`config.mk`:
```
export PLATFORM = sky130hd
export DESIGN_NAME = mitchell_etm_mult_pipe
export DESIGN_NICKNAME = d
export VERILOG_FILES = /design/src/rtl/mitchell_etm_mult_pipe.sv
export SDC_FILE = /design/constraint.sdc
export NUM_CORES = 1
export LEC_CHECK = 0
export BUFFER_PORTS_ARGS = -buffer_cell sky130_fd_sc_hd__buf_2
export CAP_MARGIN = 20
export CORE_MARGIN = 2
export CORE_UTILIZATION = 55
export DETAILED_ROUTE_END_ITERATION = 7
export GPL_ROUTABILITY_DRIVEN = 0
export PLACE_DENSITY = 0.87
export SLEW_MARGIN = 25
export SYNTH_ARGS = -nofsm -noshare
export SYNTH_HDL_FRONTEND = slang
export SYNTH_SLANG_ARGS = --single-unit
```
`constraint.sdc`:
```
create_clock -name clk -period 2.81 [get_ports clk]
set_input_delay 0.1405 -clock clk [delete_from_list [all_inputs] [get_ports clk]]
set_output_delay 0.1405 -clock clk [all_outputs]
set_load 0.02 [all_outputs]
```
`src/rtl/mitchell_etm_mult_pipe.sv`:
```
// -----------------------------------------------------------------------------
// mitchell_etm_mult_pipe
//
// Purpose
//   This is a three-stage pipelined unsigned multiplier that uses Mitchell's
//   logarithmic approximation. A run-time loadable 2-D table corrects the
//   approximation error.
//   - The top IDX_BITS fraction bits of each operand's log fraction select a
//     table entry. Operand a selects the row and operand b selects the column.
//   - The entry is added to the sum of the two log fractions before the
//     antilog step.
//   The block sits between the operand producers and the ETM accumulation
//   datapath, and uses a valid/ready handshake on both sides.
//
// Configuration macro
//   MITCHELL_CORR_EN
//     Defined   : the correction table, its write port and the correction
//                 add are built.
//     Undefined : no table storage is built and the correction term is zero,
//                 so the block is a pure Mitchell multiplier. The cfg_* ports
//                 stay on the interface but are ignored. Latency and
//                 handshake behaviour are the same in both builds.
//
// Parameters
//   WIDTH     operand width (FRAC = WIDTH-1 fraction bits), WIDTH >= 2
//   IDX_BITS  fraction MSBs per operand used as table index (<= WIDTH-1)
//   CORR_W    width of an unsigned correction entry, LSB = 2^-FRAC
//
// Ports
//   clk        in   rising-edge clock
//   rst_n      in   asynchronous active-low reset; flushes the pipe and
//                   clears the table
//   in_valid   in   operand pair valid
//   in_ready   out  operands accepted this cycle (= pipeline advance)
//   a, b       in   unsigned operands, WIDTH bits
//   out_valid  out  product valid
//   out_ready  in   consumer accepts product
//   p          out  approximate product, 2*WIDTH bits
//   cfg_we     in   table write strobe
//   cfg_addr   in   table address {row(a), col(b)}
//   cfg_wdata  in   table entry
//
// Timing
//   A pair accepted in cycle n presents out_valid in cycle n+3.
//   Throughput is one pair per cycle.
//   Every stage moves only when the output register is free or is being
//   consumed. Bubbles are kept in place during a stall, so ordering is
//   exact and no product is dropped or duplicated.
// -----------------------------------------------------------------------------
module mitchell_etm_mult_pipe #(
    parameter int WIDTH    = 8,
    parameter int IDX_BITS = 3,
    parameter int CORR_W   = 10
) (
    input  logic                    clk,
    input  logic                    rst_n,
    input  logic                    in_valid,
    output logic                    in_ready,
    input  logic [WIDTH-1:0]        a,
    input  logic [WIDTH-1:0]        b,
    output logic                    out_valid,
    input  logic                    out_ready,
    output logic [2*WIDTH-1:0]      p,
    input  logic                    cfg_we,
    input  logic [2*IDX_BITS-1:0]   cfg_addr,
    input  logic [CORR_W-1:0]       cfg_wdata
);

    localparam int FRAC    = WIDTH - 1;
    // Leading-one position of one operand: 0 .. WIDTH-1.
    localparam int KAW     = $clog2(WIDTH);
    // Combined exponent including the carry from the mantissa: 0 .. 2*WIDTH-1.
    localparam int KW      = $clog2(2 * WIDTH);
    // The raw sum can exceed the FRAC+2-bit result.
    // Two guard bits above the widest addend keep the saturation compare exact.
    localparam int SUMW    = ((FRAC + 1 > CORR_W) ? FRAC + 1 : CORR_W) + 2;
    localparam int SAT_MAX = (1 << (FRAC + 1)) - 1;
    // Wide enough for (mant << k) before the final >> FRAC.
    localparam int PW      = FRAC + 2 * WIDTH;

    // -------------------------------------------------------------------------
    // Handshake: a single advance enable drives the whole pipe.
    // -------------------------------------------------------------------------
    logic adv;
    logic out_valid_q;

    assign adv       = out_ready | ~out_valid_q;
    assign in_ready  = adv;
    assign out_valid = out_valid_q;

    // -------------------------------------------------------------------------
    // S1 (combinational on the inputs):
    //   - leading-one position k of each operand
    //   - normalised fraction x = (op << (FRAC-k)) with the hidden one dropped
    // A zero operand yields k=0 and x=0. Its product is forced to zero
    // later, so those values are don't-care.
    // -------------------------------------------------------------------------
    generate
        for (genvar gi = 0; gi < 2; gi++) begin : g_lod
            logic [WIDTH-1:0] opnd;
            logic [KAW-1:0]   k;
            logic [FRAC-1:0]  x;

            assign opnd = (gi == 0) ? a : b;

            always_comb begin
                k = '0;
                for (int i = 0; i < WIDTH; i++) begin
                    if (opnd[i]) begin
                        k = KAW'(i);
                    end
                end
            end

            // The cast truncates the shifted leading one away, leaving the fraction.
            assign x = FRAC'(opnd << (FRAC - int'(k)));
        end
    endgenerate

    logic             z1_d;
    logic [KAW-1:0]   ka1_d;
    logic [KAW-1:0]   kb1_d;
    logic [FRAC-1:0]  xa1_d;
    logic [FRAC-1:0]  xb1_d;

    assign z1_d  = (a == '0) | (b == '0);
    assign ka1_d = g_lod[0].k;
    assign kb1_d = g_lod[1].k;
    assign xa1_d = g_lod[0].x;
    assign xb1_d = g_lod[1].x;

    logic             v1_q;
    logic             z1_q;
    logic [KAW-1:0]   ka1_q;
    logic [KAW-1:0]   kb1_q;
    logic [FRAC-1:0]  xa1_q;
    logic [FRAC-1:0]  xb1_q;

    always_ff @(posedge clk or negedge rst_n) begin
        if (!rst_n) begin
            v1_q  <= 1'b0;
            z1_q  <= 1'b0;
            ka1_q <= '0;
            kb1_q <= '0;
            xa1_q <= '0;
            xb1_q <= '0;
        end else if (adv) begin
            v1_q  <= in_valid;
            z1_q  <= z1_d;
            ka1_q <= ka1_d;
            kb1_q <= kb1_d;
            xa1_q <= xa1_d;
            xb1_q <= xb1_d;
        end
    end

    // -------------------------------------------------------------------------
    // S2: correction lookup and saturating log-fraction sum.
    // The table is read combinationally from its current contents.
    // - A write in the same cycle lands at the clock edge, so the sample
    //   advancing at that edge sees the old entry.
    // - The looked-up correction is folded into s and frozen in the S2
    //   register, so a stall later cannot change it.
    // -------------------------------------------------------------------------
    logic [CORR_W-1:0] corr;

`ifdef MITCHELL_CORR_EN
    localparam int NENT = 1 << (2 * IDX_BITS);

    logic [CORR_W-1:0]   tbl_q [NENT];
    logic [IDX_BITS-1:0] row;
    logic [IDX_BITS-1:0] col;

    // Register array rather than block RAM: every entry must clear on reset,
    // so the table restarts as plain Mitchell.
    always_ff @(posedge clk or negedge rst_n) begin
        if (!rst_n) begin
            for (int i = 0; i < NENT; i++) begin
                tbl_q[i] <= '0;
            end
        end else if (cfg_we) begin
            tbl_q[cfg_addr] <= cfg_wdata;
        end
    end

    assign row  = xa1_q[FRAC-1 -: IDX_BITS];
    assign col  = xb1_q[FRAC-1 -: IDX_BITS];
    assign corr = tbl_q[{row, col}];
`else
    logic cfg_unused;

    assign cfg_unused = ^{cfg_we, cfg_addr, cfg_wdata};
    assign corr       = '0;
`endif

    logic [SUMW-1:0] sum_raw;
    logic [FRAC:0]   s2_d;
    logic [KW-1:0]   k2_d;

    assign sum_raw = SUMW'(xa1_q) + SUMW'(xb1_q) + SUMW'(corr);
    // After saturation s fits in FRAC+1 bits; the FRAC+2-bit sum never
    // needs its top bit downstream.
    assign s2_d    = (sum_raw > SUMW'(SAT_MAX)) ? {(FRAC + 1){1'b1}} : sum_raw[FRAC:0];
    assign k2_d    = KW'(ka1_q) + KW'(kb1_q);

    logic             v2_q;
    logic             z2_q;
    logic [KW-1:0]    k2_q;
    logic [FRAC:0]    s2_q;

    always_ff @(posedge clk or negedge rst_n) begin
        if (!rst_n) begin
            v2_q <= 1'b0;
            z2_q <= 1'b0;
            k2_q <= '0;
            s2_q <= '0;
        end else if (adv) begin
            v2_q <= v1_q;
            z2_q <= z1_q;
            k2_q <= k2_d;
            s2_q <= s2_d;
        end
    end

    // -------------------------------------------------------------------------
    // S3: antilog.
    // - If s < 2^FRAC, restore the hidden one.
    // - Otherwise the sum has already carried into the integer bit.
    //   That bit becomes the hidden one, and the exponent grows by one.
    // -------------------------------------------------------------------------
    logic [FRAC:0]        mant;
    logic [KW-1:0]        kf;
    logic [2*WIDTH-1:0]   p_d;

    always_comb begin
        mant = '0;
        kf   = '0;
        p_d  = '0;
        if (s2_q[FRAC]) begin
            mant = s2_q;
            kf   = k2_q + KW'(1);
        end else begin
            mant = {1'b1, s2_q[FRAC-1:0]};
            kf   = k2_q;
        end
        if (!z2_q) begin
            p_d = (2 * WIDTH)'((PW'(mant) << kf) >> FRAC);
        end
    end

    logic [2*WIDTH-1:0] p_q;

    always_ff @(posedge clk or negedge rst_n) begin
        if (!rst_n) begin
            out_valid_q <= 1'b0;
            p_q         <= '0;
        end else if (adv) begin
            out_valid_q <= v2_q;
            p_q         <= p_d;
        end
    end

    assign p = p_q;

endmodule
```
* After elaboration in Yosys (flattened, before gate mapping)
Index checks and enable logic that the tools add are counted.
Word-level totals: bits in registers 53, output and inout port bits 18, bits of input ports 37
Operators by class: order comparisons 1, $add $sub $neg 5, shift-type cells 3, reductions and logical operators 2, muxes and demuxes 17, bitwise gates (word level) 3
Operators by type and width (count):
- 8-bit by 32-bit << shifter with 7-bit output | 2
- 3-bit 2-to-1 mux | 10
- 8-bit by 4-bit << shifter with 23-bit output | 1
- 8-bit zero test | 2
- 16-bit 2-to-1 mux | 1
- 7-bit by 7-bit adder with 8-bit output | 1
- 8-bit greater-than comparator (second input constant) | 1
- 8-bit 2-to-1 mux | 1
- 3-bit by 3-bit subtractor with 4-bit output (first input constant) | 2
- 3-bit by 3-bit adder with 4-bit output | 1
- 4-bit by 1-bit adder with 4-bit output (second input constant) | 1
- 2-bit 2-to-1 mux | 2
- 4-bit 2-to-1 mux | 1
- 1-bit 2-to-1 mux | 2
- 1-bit OR | 2
- 1-bit inverter | 1

* Longest topological paths before layout
word-level depth 9, mapped depth 8

* Worst setup path after synthesis
Ideal clock, no wire load.
kind register to register, start point reg k2_q[0], end point reg p_q[11] (netlist: p[11]), buffers on the path 0, arrival time 1.820 ns, cell stages (with the launch flop) 6, slack 0.868 ns, library setup time 0.122 ns, clock period less this slack 1.942 ns, cells stage by stage dfrtp_1 ha_1 mux2i_4 mux2i_1 mux2_2 a32o_1
Between the ends: cells in the longest elaborated chain, start to end 4
Ends and longest elaborated chain:
- start: declaration | line 208 | logic [KW-1:0] k2_q;
- start signal: assignment | line 220 | k2_q <= k2_d;
- 4-bit by 1-bit adder with 4-bit output | line 241 | kf = k2_q + KW'(1);
- 4-bit 2-to-1 mux (*) | line 239 | if (s2_q[FRAC]) begin
- 8-bit by 4-bit << shifter with 23-bit output (*) | line 247 | p_d = (2 * WIDTH)'((PW'(mant) << kf) >> FRAC);
- 16-bit 2-to-1 mux (*) | line 246 | if (!z2_q) begin
- end signal: assignment | line 259 | p_q <= p_d;
- end: declaration | line 251 | logic [2*WIDTH-1:0] p_q;
Every way passes the cells marked *; elsewhere a longest branch is shown, timed or not. A chain may end at the register's enable or synchronous reset.

* Final worst setup path
start point reg out_valid_q (netlist: out_valid), end point out in_ready
Between the ends: cells in the longest elaborated chain, start to end 2
Ends and longest elaborated chain:
- start: declaration | line 85 | logic out_valid_q;
- start signal: assignment | line 258 | out_valid_q <= v2_q;
- 1-bit inverter | line 87 | assign adv = out_ready | ~out_valid_q;
- 1-bit OR | line 87
- end: declaration | line 58 | output logic in_ready,
Every way passes these cells.

==> report_table.html <==
<table>
<tr><th>Metric</th><th>Value</th></tr>
<tr><th colspan="2">Status</th></tr>
<tr><td>Status</td><td>complete, no violations</td></tr>
<tr><th colspan="2">Timing</th></tr>
<tr><td>Final Max Tran Viols</td><td>0</td></tr>
<tr><td>Number of hold violations in the final report</td><td>0</td></tr>
<tr><td>Total setup violations reported at the end of the flow</td><td>0</td></tr>
<tr><td>Setup Total Neg Slack</td><td>0 ns</td></tr>
<tr><td>Setup repair after global routing missed its margin</td><td>no</td></tr>
<tr><td>Slew at the pin closest to its max-slew limit</td><td>0.750 ns</td></tr>
<tr><td>Final worst path period need</td><td>roughly 2.2 ns</td></tr>
<tr><td>Share of the clock period used by the worst path</td><td>about 79%</td></tr>
<tr><td>Tightest slew margin relative to the limit</td><td>about half</td></tr>
<tr><td>Post-Route Skew</td><td>around 0.0053 ns</td></tr>
<tr><td>Maximum clock frequency</td><td>~450 MHz</td></tr>
<tr><td>Smallest setup slack after layout</td><td>about 0.59 ns</td></tr>
<tr><th colspan="2">Logic synthesis</th></tr>
<tr><td>Synth warn</td><td>0</td></tr>
<tr><td>Most frequently used flop master after synthesis</td><td>dfrtp_1</td></tr>
<tr><td>Adder and majority gate portion of the synthesized area</td><td>roughly 5.3%</td></tr>
<tr><td>Parity-gate share of the synthesized area counting xor and xnor cells</td><td>between 3 and 4%</td></tr>
<tr><td>Top cell types by occurrence after synthesis</td><td>nand2_1, dfrtp_1, nor2_1</td></tr>
<tr><td>Synth Area in Compound Gates</td><td>20.1%</td></tr>
<tr><td>Proportion of netlist area held by the largest area contributor</td><td>between 30 and 40%</td></tr>
<tr><td>Syn avg cell area</td><td>9.25 µm²</td></tr>
<tr><td>Number of flops mapped to enable cells by yosys</td><td>0</td></tr>
<tr><td>Dominant cells by area after synthesis</td><td>dfrtp_1, mux2i_1, nand2_1</td></tr>
<tr><td>Mux share of post-synthesis cell area</td><td>7.86%</td></tr>
<tr><td>Share of flip-flops with an asynchronous set or reset</td><td>100%</td></tr>
<tr><td>Cell area after synthesis</td><td>around 3400 µm²</td></tr>
<tr><td>Sequential cell area fraction in the yosys report</td><td>39.3%</td></tr>
<tr><td>Most numerous cell in the Yosys netlist</td><td>nand2_1</td></tr>
<tr><td>Distinct cells, synth</td><td>between 60 and 70</td></tr>
<tr><td>Post-synthesis simple-gate area fraction</td><td>about a fifth</td></tr>
<tr><td>Net count after synthesis</td><td>between 400 and 500</td></tr>
<tr><td>Synthesized flop and latch total</td><td>53</td></tr>
<tr><td>Combinational family with the most area after synthesis</td><td>compound AO/OA/AOI/OAI gates</td></tr>
<tr><td>Library cell with the largest summed area after synthesis</td><td>dfrtp_1</td></tr>
<tr><td>Instance count of the mapped netlist</td><td>around 370</td></tr>
<tr><th colspan="2">Setup path</th></tr>
<tr><td>Worst setup slack for register-to-register paths</td><td>0.61 ns</td></tr>
<tr><td>Length in cells of the worst reg-to-reg path</td><td>6</td></tr>
<tr><td>Origin of the worst setup path</td><td>out_valid</td></tr>
<tr><td>Critical path type</td><td>flip-flop to primary output</td></tr>
<tr><td>Data arrival at the endpoint of the critical path</td><td>2.08 ns</td></tr>
<tr><td>Capturing element type of the critical path</td><td>primary output</td></tr>
<tr><td>CP Capture Point</td><td>in_ready</td></tr>
<tr><td>RR Endpoint</td><td>p[9]</td></tr>
<tr><td>Sort of element at the start of the critical path</td><td>flip-flop</td></tr>
<tr><td>Worst Path Required</td><td>around 2.7 ns</td></tr>
<tr><td>Worst R2R Start</td><td>k2_q[1]</td></tr>
<tr><td>Max Fanout on Critical Path</td><td>25</td></tr>
<tr><th colspan="2">Global route</th></tr>
<tr><td>Global-route congestion overflow total</td><td>0</td></tr>
<tr><td>Number of antenna violations at the first check in global routing</td><td>0</td></tr>
<tr><td>Total routing usage reported by global routing</td><td>between 20% and 30%</td></tr>
<tr><td>Global-route wire length before repair</td><td>12.1 mm</td></tr>
<tr><td>Via count of the first global-routing pass</td><td>2700</td></tr>
<tr><td>Largest net degree at the start of global routing</td><td>between 50 and 60</td></tr>
<tr><th colspan="2">Power</th></tr>
<tr><td>Power per cell area</td><td>approximately 1000 nW/µm²</td></tr>
<tr><td>Part of the power in combinational logic</td><td>a little under three fifths</td></tr>
<tr><td>Lkg Pwr</td><td>approximately 1.8 nW</td></tr>
<tr><td>Switching Share</td><td>between 40% and 50%</td></tr>
<tr><td>Clk pwr share</td><td>10.8%</td></tr>
<tr><td>Part of the power in registers</td><td>~33%</td></tr>
<tr><td>Switching power of the nets</td><td>about 1.7 mW</td></tr>
<tr><td>Cell internal power dissipation</td><td>between 2 and 2.5 mW</td></tr>
<tr><td>Peak supply drop</td><td>0.000554 V</td></tr>
<tr><th colspan="2">Routing</th></tr>
<tr><td>Total Routed Length</td><td>between 7 and 8 mm</td></tr>
<tr><td>Number of nets with antenna violations after detailed routing</td><td>0</td></tr>
<tr><td>Ratio of routed vias to standard cells</td><td>roughly 6</td></tr>
<tr><td>Routed length per instance</td><td>15.0 µm</td></tr>
<tr><td>Number of vias in the routed layout</td><td>2794</td></tr>
<tr><td>Post-route DRC</td><td>0</td></tr>
<tr><td>Pre-Repair DR Iteration Count</td><td>4</td></tr>
<tr><td>Initial DRC count</td><td>151</td></tr>
<tr><th colspan="2">Place</th></tr>
<tr><td>Pre-CTS setup slack</td><td>around 0.64 ns</td></tr>
<tr><td>Number of buffer cells added on primary ports</td><td>37</td></tr>
<tr><td>Detailed placer's ending HPWL</td><td>around 5.3 mm</td></tr>
<tr><th colspan="2">Die</th></tr>
<tr><td>Core area</td><td>slightly below 6000 µm²</td></tr>
<tr><td>Ports</td><td>55</td></tr>
<tr><td>Die Span X</td><td>82.3 µm</td></tr>
<tr><td>Chip height</td><td>around 82 µm</td></tr>
<tr><td>Number of rows created at floorplan</td><td>28</td></tr>
<tr><td>Overall die area</td><td>6780 µm²</td></tr>
<tr><td>Initial standard-cell utilization of the core</td><td>between 50% and 60%</td></tr>
<tr><th colspan="2">Clock network</th></tr>
<tr><td>CTS max path bufs</td><td>2</td></tr>
<tr><td>Clock latency of the later-clocked register in the worst-skew pair</td><td>about 0.30 ns</td></tr>
<tr><td>Setup repair bufs after CTS</td><td>0</td></tr>
<tr><td>CTS Hold Buffers Added</td><td>1</td></tr>
<tr><td>CTS tree</td><td>built</td></tr>
<tr><td>Clock transition at the registers of the reported paths</td><td>0.09 ns</td></tr>
<tr><td>Total clock sinks</td><td>53</td></tr>
<tr><td>Number of buffers created by CTS</td><td>5</td></tr>
<tr><td>Root buffer selected by CTS</td><td>clkbuf_8</td></tr>
<tr><td>Number of gates resized after CTS</td><td>0</td></tr>
<tr><td>Level count of the clock H-tree</td><td>2</td></tr>
<tr><th colspan="2">Finish</th></tr>
<tr><td>Area delta synth-&gt;final</td><td>8.60%</td></tr>
<tr><td># nets final</td><td>between 400 and 500</td></tr>
<tr><td>Ant. Diodes</td><td>0</td></tr>
<tr><td>Filler cell count in the final layout</td><td>approximately 490</td></tr>
<tr><td>Proportion of layout cells with a drive suffix above 1</td><td>around 16%</td></tr>
<tr><th colspan="2">Worst hold path</th></tr>
<tr><td>Hold Path Class</td><td>primary input to flip-flop</td></tr>
<tr><th colspan="2">Job</th></tr>
<tr><td>Maximum Capacitance Violations</td><td>0</td></tr>
</table>
==> power by group through the flow <==
stage | clock, mW | sequential [mW] | combinational, mW
after global placement | 0 | 1.27 | 2.06
after global routing | 0.456 | 1.32 | 2.39
final | 0.414 | 1.27 | 2.15
after floorplan | 0 | 1.31 | 1.66
after detailed placement | 0 | 1.29 | 2.14
after CTS | 0.423 | 1.27 | 2.15
==> stage by stage <==
stage,power [mW],std cells,hold slack (ns),util (%),area (µm²)
6_report,3.84,469,0.0346,61.9,3660
5_1_grt,4.16,469,0.0428,61.9,3660
4_1_cts,3.85,469,0.0308,61.9,3660
3_5_place_dp,3.43,461,0.212,60.4,3570
3_3_place_gp,3.33,461,0.344,60.3,3570
2_1_floorplan,2.98,365,-0.155,-,3370
==> layout by cell type (no fill, tap or decap), drive strengths merged, types with 5 or more instances in the layout <==
master,instances
nand2,54
dfrtp,53
buf,41
nor2,34
a21oi,24
mux2i,23
inv,17
o21ai,14
ha,11
nand3,8
a22o,8
nand2b,6
nor3b,6
xor2,6
clkbuf,6
a21o,5
nor3,5
a221o,5
==> kinds of logic after synthesis <==
| group | after synthesis |
|---|---|
| fa+ha+maj | 13 |
| buf+inv | 37 |
| mux | 25 |
| flops | 53 |
| simple gates | 134 |
| xor+xnor | 10 |
| compound gates | 93 |
==> layer usage <==
metal,global-route usage (%),vias up,share of wire [%]
li1,-,1362,-
met4,7.50,0,2.1
met3,3.91,13,4.2
met5,0,-,0
met2,41.5,77,51
met1,28.0,1342,43
==> sequential cells by signal (all words and copies together), names as in the netlist <==
register	flops
k2_q	4
ka1_q	3
kb1_q	3
out_valid	1
p	16
s2_q	8
v1_q	1
v2_q	1
xa1_q	7
xb1_q	7
z1_q	1
z2_q	1
==> worst min path at each step <==
| stage | depth (start not counted) | to | slack (ns) | from |
|---|---|---|---|---|
| final | 3 | v1_q | 0.03 | in_valid |
| after global routing | 3 | v1_q | 0.04 | in_valid |
| after CTS | 3 | v1_q | 0.03 | in_valid |
| after detailed placement | 1 | p[10] | 0.21 | rst_n |
| after global placement | 3 | v1_q | 0.34 | in_valid |
| after floorplan | 0 | k2_q[0] | -0.16 | rst_n |
==> critical path, stage by stage, from the launching register on <==
cell and delay, ns:
dfrtp_1 0.35, nor2b_4 0.43, inv_1 0.48, buf_4 0.34, buf_2 0.17
==> cell type report <==
class | count | area, µm² | area share, %
clock buffer | 6 | 72.6 | 1.98
sequential | 53 | 1330 | 36.2
clock inverter | 1 | 8.76 | 0.239
multi-input combinational | 275 | 1870 | 51.1
timing repair buffer | 42 | 228 | 6.21
tap | 75 | 93.8 | 2.56
inverter | 17 | 63.8 | 1.74
No activity file was read; power rests on OpenSTA's default activity.
